**config.mk**
```make
export PLATFORM = sky130hd
export DESIGN_NAME = bin2bcd_seq_flat
export DESIGN_NICKNAME = d
export VERILOG_FILES = /design/src/rtl/bin2bcd_seq_if.sv /design/src/rtl/bin2bcd_seq.sv /design/src/flat_wrapper.sv
export SDC_FILE = /design/constraint.sdc
export NUM_CORES = 1
export LEC_CHECK = 0
export CAP_MARGIN = 20
export CORE_MARGIN = 10
export CORE_UTILIZATION = 40
export CTS_BUF_LIST = sky130_fd_sc_hd__clkbuf_16
export DETAILED_ROUTE_END_ITERATION = 7
export GPL_ROUTABILITY_DRIVEN = 0
export PLACE_DENSITY_LB_ADDON = 0.1
export SKIP_LAST_GASP = 1
export SLEW_MARGIN = 20
export SYNTH_ARGS = -nofsm -noshare
export SYNTH_HDL_FRONTEND = slang
export SYNTH_SLANG_ARGS = --single-unit
```
**constraint.sdc**
```tcl
create_clock -name clk -period 1.5 [get_ports clk]
set_input_delay 0.3 -clock clk [delete_from_list [all_inputs] [get_ports clk]]
set_output_delay 0.3 -clock clk [all_outputs]
set_load 0.01 [all_outputs]
```
**src/rtl/bin2bcd_seq_if.sv**
```systemverilog
// Handshake bundle for bin2bcd_seq: start/bin request, busy/done status and
// the packed BCD result with its overflow flag.
interface bin2bcd_seq_if #(
  parameter int BITS   = 8,
  parameter int DIGITS = 3
);
  logic                  start;
  logic [BITS-1:0]       bin;
  logic                  busy;
  logic                  done;
  logic [4*DIGITS-1:0]   bcd;
  logic                  overflow;

  modport master (output start, bin, input busy, done, bcd, overflow);
  modport slave  (input start, bin, output busy, done, bcd, overflow);
endinterface

```
**src/rtl/bin2bcd_seq.sv**
```systemverilog
// Double-dabble binary-to-BCD, one operand bit per clock; done pulses BITS cycles after accept.
// No backpressure: start is only looked at while idle, requests arriving while busy are dropped.
module bin2bcd_seq #(
  parameter int BITS   = 8,
  parameter int DIGITS = 3
) (
  input  logic          clk,
  input  logic          rst_n,
  bin2bcd_seq_if.slave  bus
);

  localparam int AW = 4 * DIGITS;
  localparam int CW = $clog2(BITS + 1);
  localparam logic [CW-1:0] LAST = CW'(BITS - 1);

  typedef enum logic {IDLE, CONV} state_t;

  state_t          state;
  state_t          state_nxt;
  logic [BITS-1:0] sh;
  logic [AW-1:0]   acc;
  logic [CW-1:0]   cnt;
  logic            ovf;
  logic [AW-1:0]   adj;
  logic [AW-1:0]   acc_nxt;
  logic            ovf_nxt;
  logic            accept;
  logic            last;

  always_ff @(posedge clk or negedge rst_n) begin
    if (!rst_n) state <= IDLE;
    else        state <= state_nxt;
  end

  always_comb begin
    state_nxt = state;
    case (state)
      IDLE:    if (bus.start) state_nxt = CONV;
      CONV:    if (cnt == LAST) state_nxt = IDLE;
      default: state_nxt = IDLE;
    endcase
  end

  always_comb begin
    bus.busy = (state == CONV);
    accept   = (state == IDLE) && bus.start;
    last     = (state == CONV) && (cnt == LAST);
  end

  // Digits are always legal BCD here, so the adjusted value (8..12) never
  // needs a carry into the next digit; the shift alone moves it up.
  always_comb begin
    adj = '0;
    for (int d = 0; d < DIGITS; d++) begin
      adj[4*d +: 4] = (acc[4*d +: 4] >= 4'd5) ? acc[4*d +: 4] + 4'd3 : acc[4*d +: 4];
    end
    acc_nxt = {adj[AW-2:0], sh[BITS-1]};
    ovf_nxt = ovf | adj[AW-1];
  end

  always_ff @(posedge clk or negedge rst_n) begin
    if (!rst_n) begin
      sh           <= '0;
      acc          <= '0;
      cnt          <= '0;
      ovf          <= 1'b0;
      bus.done     <= 1'b0;
      bus.bcd      <= '0;
      bus.overflow <= 1'b0;
    end else begin
      bus.done <= last;
      if (accept) begin
        sh  <= bus.bin;
        acc <= '0;
        cnt <= '0;
        ovf <= 1'b0;
      end else if (state == CONV) begin
        sh  <= sh << 1;
        acc <= acc_nxt;
        cnt <= cnt + CW'(1);
        ovf <= ovf_nxt;
      end
      // The published result only moves on completion, so it survives a new start.
      if (last) begin
        bus.bcd      <= acc_nxt;
        bus.overflow <= ovf_nxt;
      end
    end
  end

endmodule
```
**src/flat_wrapper.sv**
```systemverilog
// flat-port wrapper written by rule: the top's interface ports become plain ports
module bin2bcd_seq_flat 
#(
  parameter int BITS   = 8,
  parameter int DIGITS = 3
)
  (clk, rst_n, bus_start, bus_bin, bus_busy, bus_done, bus_bcd, bus_overflow);
  bin2bcd_seq_if #(.BITS(BITS), .DIGITS(DIGITS)) bus_i ();
  input  logic clk;
  input  logic rst_n;
  input wire logic [$bits(bus_i.start)-1:0] bus_start;
  input wire logic [$bits(bus_i.bin)-1:0] bus_bin;
  output wire logic [$bits(bus_i.busy)-1:0] bus_busy;
  output wire logic [$bits(bus_i.done)-1:0] bus_done;
  output wire logic [$bits(bus_i.bcd)-1:0] bus_bcd;
  output wire logic [$bits(bus_i.overflow)-1:0] bus_overflow;
  assign bus_i.start = bus_start;
  assign bus_i.bin = bus_bin;
  assign bus_busy = bus_i.busy;
  assign bus_done = bus_i.done;
  assign bus_bcd = bus_i.bcd;
  assign bus_overflow = bus_i.overflow;
  bin2bcd_seq #(.BITS(BITS), .DIGITS(DIGITS)) u_core (.clk(clk), .rst_n(rst_n), .bus(bus_i));
endmodule
```
* Word level (Yosys, flattened, before mapping)
Index checks and enable logic that the tools add are counted.
Storage, ports and cells: register bits 40, output and inout port bits 15, word-level logic and storage cells 35
Cells by class: add/subtract/negate cells 4, order comparisons 3, eq/ne operators 1, multiplexer cells 14, bitwise gates (word level) 2, reductions and logical operators 3
Operator list (count):
- two-way mux 12 bit | 2
- two-way mux 4 bit | 5
- two-way mux 8 bit | 2
- adder 4 x 2 -> 4 bit (second input constant) | 3
- greater-or-equal comparator 4 x 3 -> 1 bit (second input constant) | 3
- adder 4 x 1 -> 4 bit (second input constant) | 1
- equality test 4 x 3 -> 1 bit (second input constant) | 1
- two-way mux 1 bit | 4
- logical AND 1 bit | 2
- case mux 1 bit (2 select lines) | 1
- nonzero test 2 bit | 1
- inverter 1 bit | 1
- bitwise OR 1 bit | 1

* Depth between registers and ports, before layout
depth after elaboration 5, mapped depth 6

* Worst setup path after synthesis
No wires, ideal clock.
kind flip-flop to flip-flop, start point reg u_core.acc[0], end point reg u_core.acc[2], setup time 0.083 ns, arrival time 1.407 ns, required time 1.417 ns, slack 0.010 ns, cell stages (with the launch flop) 7, cell sequence dfrtp_1 -> inv_1 -> ha_1 -> nand2b_2 -> a21oi_2 -> mux2_4 -> mux2i_2
On the way: longest elaborated chain between the ends 4, elaborated cells between the ends (all ways) 5, those cells by class add/sub (1); order compare (1); mux (3)
RTL lines:
- from (decl) | line bin2bcd_seq.sv:21 | logic [AW-1:0] acc;
- from (signal assigned) | line bin2bcd_seq.sv:79 | acc <= acc_nxt;
- adder 4 x 2 -> 4 bit / greater-or-equal comparator 4 x 3 -> 1 bit (equally long branches) | line bin2bcd_seq.sv:55 | adj[4*d +: 4] = (acc[4*d +: 4] >= 4'd5) ? acc[4*d +: 4] + 4'd3 : acc[4*d +: 4];
- two-way mux 4 bit (*) | line bin2bcd_seq.sv:55
- two-way mux 12 bit (*) | line bin2bcd_seq.sv:77 | end else if (state == CONV) begin
- two-way mux 12 bit (*) | line bin2bcd_seq.sv:72 | if (accept) begin
Every way passes the cells marked *; elsewhere a longest branch is shown, timed or not. The select of a mux whose other input is x is not followed. A chain may end at the register's enable or synchronous reset.

* Worst setup path in the final report
start point reg u_core.acc[8], end point reg u_core.acc[10]
The elaborated chain is that of the path after synthesis.

==> flow_metrics.env <==
export IMPL_outcome="finished with violations"
export IMPL_violations="setup timing"
export IMPL_skew_ns=0.00453
export IMPL_min_period_ns=1.51
export IMPL_synth_edf_count=0
export IMPL_syn_area_um2=1930
export IMPL_start_util_pct=41.1
export IMPL_die_area_um2=8000
export IMPL_vias=1446
export IMPL_core_um2=4690
export IMPL_yosys_area_top_type="dfrtp_1"
export IMPL_cts_buffer_depth=2
export IMPL_crit_slowest_cell="dfrtp_1"
export IMPL_power_uw=5900
export IMPL_numPortBuffers=25
export IMPL_netlist_area_leader_share_pct=51.9
export IMPL_swShare_pct=37.0
export IMPL_rr_startpoint="u_core.acc[8]"
export IMPL_seq_area_frac_synth_pct=51.9
export IMPL_drtIter0Drc=47
export IMPL_mostFrequentLayoutCell="dfrtp_1"
export IMPL_synth_compound_area_share_pct=12.4
export IMPL_min_path_cells=2
export IMPL_synth_area_per_cell_um2=10.5
export IMPL_synth_nets=201
export IMPL_first_pass_iters=4
export IMPL_holdPathEnd="u_core.bus.bcd[2]"
export IMPL_critPathKind="reg2reg"
export IMPL_fp_dieW_um=89.5
export IMPL_insertion_delay_ns=0.28
export IMPL_grt_pass1_vias=1494
export IMPL_tritoncts="done"
export IMPL_cts_reportedPaths_clkPinSlew_ns=0.06
export IMPL_tightest_slew_ns=0.299
export IMPL_hold_ws_ns=0.473
export IMPL_synth_top_family_by_area="simple AND/OR/NAND/NOR gates"
export IMPL_area_growth_pct=36.6
export IMPL_peakVddDrop_v=0.000954
export IMPL_power_density_nw_per_um2=2240
export IMPL_hold_viol=0
export IMPL_synth_ff_type="dfrtp_1"
export IMPL_dp_hpwl_mm=3.09
export IMPL_vias_per_cell=5.11
export IMPL_crit_fanout=4
export IMPL_fin_cells=283
export IMPL_required_ns=1.69
export IMPL_setup_viol=1
export IMPL_numCtsBuffers=5
export IMPL_clockPowerShare_pct=17.0
export IMPL_finalCritPeriodShare_pct=100
export IMPL_final_nets=246
export IMPL_min_from="u_core.bus.bcd[2]"
export IMPL_synth_fa_ha_area_share_pct=4.54
export IMPL_dp_cells=270
export IMPL_synth_cell_types=32
export IMPL_synth_cells=183
export IMPL_reg2reg_depth=5
export IMPL_yosys_warnings=0
export IMPL_rrSetupSlack_ns=-0.007
export IMPL_crit_buf_inv=0
export IMPL_n_fill_cell=400
export IMPL_mostFrequentLayoutCells="dfrtp_1 (40), nand2_1 (34), buf_4 (18), mux2i_1 (14)"
export IMPL_placementRows=25
export IMPL_reg2reg_to="u_core.acc[10]"
export IMPL_setup_ws_ns=-0.00744
export IMPL_placed_cell_area_um2=2320
export IMPL_netlist_top_cells_area="dfrtp_1 (52%), mux2i_1 (7.8%), nand2_1 (6.6%), ha_1 (4.5%), o21ai_0 (3.4%)"
export IMPL_routedWlPerCell_um=14.7
export IMPL_final_area_um2=2640
export IMPL_drc_errors=0
export IMPL_max_stage_delay_ns=0.42
export IMPL_ant_nets=0
export IMPL_cts_sinks=40
export IMPL_power_switching_uw=2190
export IMPL_cp_cell_sequence="ha_2 -> nand2b_4 -> a21oi_4 -> mux2_4 -> mux2i_2"
export IMPL_arrival_ns=1.70
export IMPL_die_h_um=89.5
export IMPL_timing_fmax_mhz=663
export IMPL_antenna_found_initial=0
export IMPL_cap_violations=0
export IMPL_power_frac_comb_pct=49.9
export IMPL_p_leak_uw=0.00134
export IMPL_cts_root_buf="clkbuf_16"
export IMPL_finalSetupTns_ns=-0.00744
export IMPL_synth_seq_cells=40
export IMPL_crit_path_end_kind="flip-flop"
export IMPL_h_tree_depth=2
export IMPL_synth_simple_area_share_pct=14.1
export IMPL_async_flop_share_pct=100
export IMPL_pin_count=26
export IMPL_grt_overflow=0
export IMPL_grt_max_degree=41
export IMPL_synthXorXnorAreaFrac_pct=1.36
export IMPL_wl_mm=4.17
export IMPL_grt_use_total_pct=10.9
export IMPL_final_max_slew_violation_count=0
export IMPL_seq_power_share_pct=33.2
export IMPL_rsz0062_at_grt="yes"
export IMPL_hold_class="reg2reg"
export IMPL_antenna_cells=0
export IMPL_relSlewSlack_pct=79.9
export IMPL_grt_pass1_wl_mm=6.85
export IMPL_drive_gt1_share_pct=25.3
export IMPL_muxShareOfSynthArea_pct=11.9
export IMPL_startpoint_type="flip-flop"
export IMPL_p_int_uw=3720
export IMPL_cp_top_family="multiplexers"
[worst max-delay path by stage]
stage             startpoint             end  slack (ns)  cells after the start
4_1_cts        u_core.acc[8]  u_core.acc[10]       -0.04                      5
2_1_floorplan  u_core.acc[0]   u_core.acc[2]        0.01                      6
3_3_place_gp   u_core.acc[1]   u_core.acc[2]        0.01                      6
5_1_grt        u_core.acc[9]  u_core.acc[10]       -0.06                      6
6_report       u_core.acc[8]  u_core.acc[10]      -0.007                      5
3_5_place_dp   u_core.acc[8]  u_core.acc[10]       -0.09                      6
[cell families (layout without fill, tap and decap cells)]
logic type      count (synthesis)  count (layout)
xor+xnor                        3               3
mux                            21              21
compound gates                 41              41
simple gates                   56              56
fa+ha+maj                       7               7
buf+inv                        15              61
flops                          40              40
[repair_timing]
action / CTS / global route
pin swaps: 3 / 4
endpoints found under the setup margin: 12 / 23
hold endpoints to repair: 39 / 0
gates resized for setup: 12 / 27
hold buffers: 1 / 0
buffers inserted: 2 / 2
[worst reg2reg max path: stages (launching register included)]
cell	delay, ns
dfrtp_1	0.42
ha_2	0.20
nand2b_4	0.15
a21oi_4	0.17
mux2_4	0.33
mux2i_2	0.16
[per-stage QoR]
stage | util (%) | setup slack (ns)
after floorplan | - | 0.00998
after global placement | 49.5 | 0.0148
after detailed placement | 49.5 | -0.0890
after CTS | 53.7 | -0.0421
after global routing | 56.2 | -0.0624
final | 56.2 | -0.00744
[per-layer routing]
metal / GRT usage, % / routed length [µm] / vias up / share of wire (%)
met2: 19.8 / 2210 / 25 / 53
met1: 11.5 / 1720 / 697 / 41
met3: 3.74 / 173 / 9 / 4.1
met5: 0 / 0 / - / 0
li1: - / - / 715 / -
met4: 3.76 / 62 / 0 / 1.5
[power groups by stage]
stage	logic (µW)	registers [µW]	clock network (µW)
after global placement	2470	1910	0
after floorplan	1590	1950	0
after CTS	2710	1950	1030
final	2940	1960	1000
after global routing	3260	2020	1080
after detailed placement	2570	1950	0
[state kept, by name (all words and copies together) (netlist names)]
signal,count
u_core.bus.busy,1
u_core.cnt,4
u_core.bus.overflow,1
u_core.ovf,1
u_core.bus.bcd,12
u_core.acc,12
u_core.bus.done,1
u_core.sh,8
[synth_stat cells (5+ instances only)]
library cell / number
dfrtp_1: 40
nand2_1: 34
mux2i_1: 15
o21ai_0: 13
o21ai_1: 11
a21oi_1: 7
ha_1: 7
inv_1: 7
nor3b_1: 7
buf_2: 5
nor2_1: 5
[cell type report]
type | instances | area (µm²) | area share [%]
clock inverters | 3 | 15.0 | 0.570
flip-flops and latches | 40 | 1000 | 38.0
clock buffers | 5 | 125 | 4.75
well taps | 54 | 67.6 | 2.56
repair buffers | 45 | 430 | 16.3
inverters | 8 | 30.0 | 1.14
multi-input cells | 128 | 967 | 36.7
Note: power is estimated with default switching activity, not from simulation.
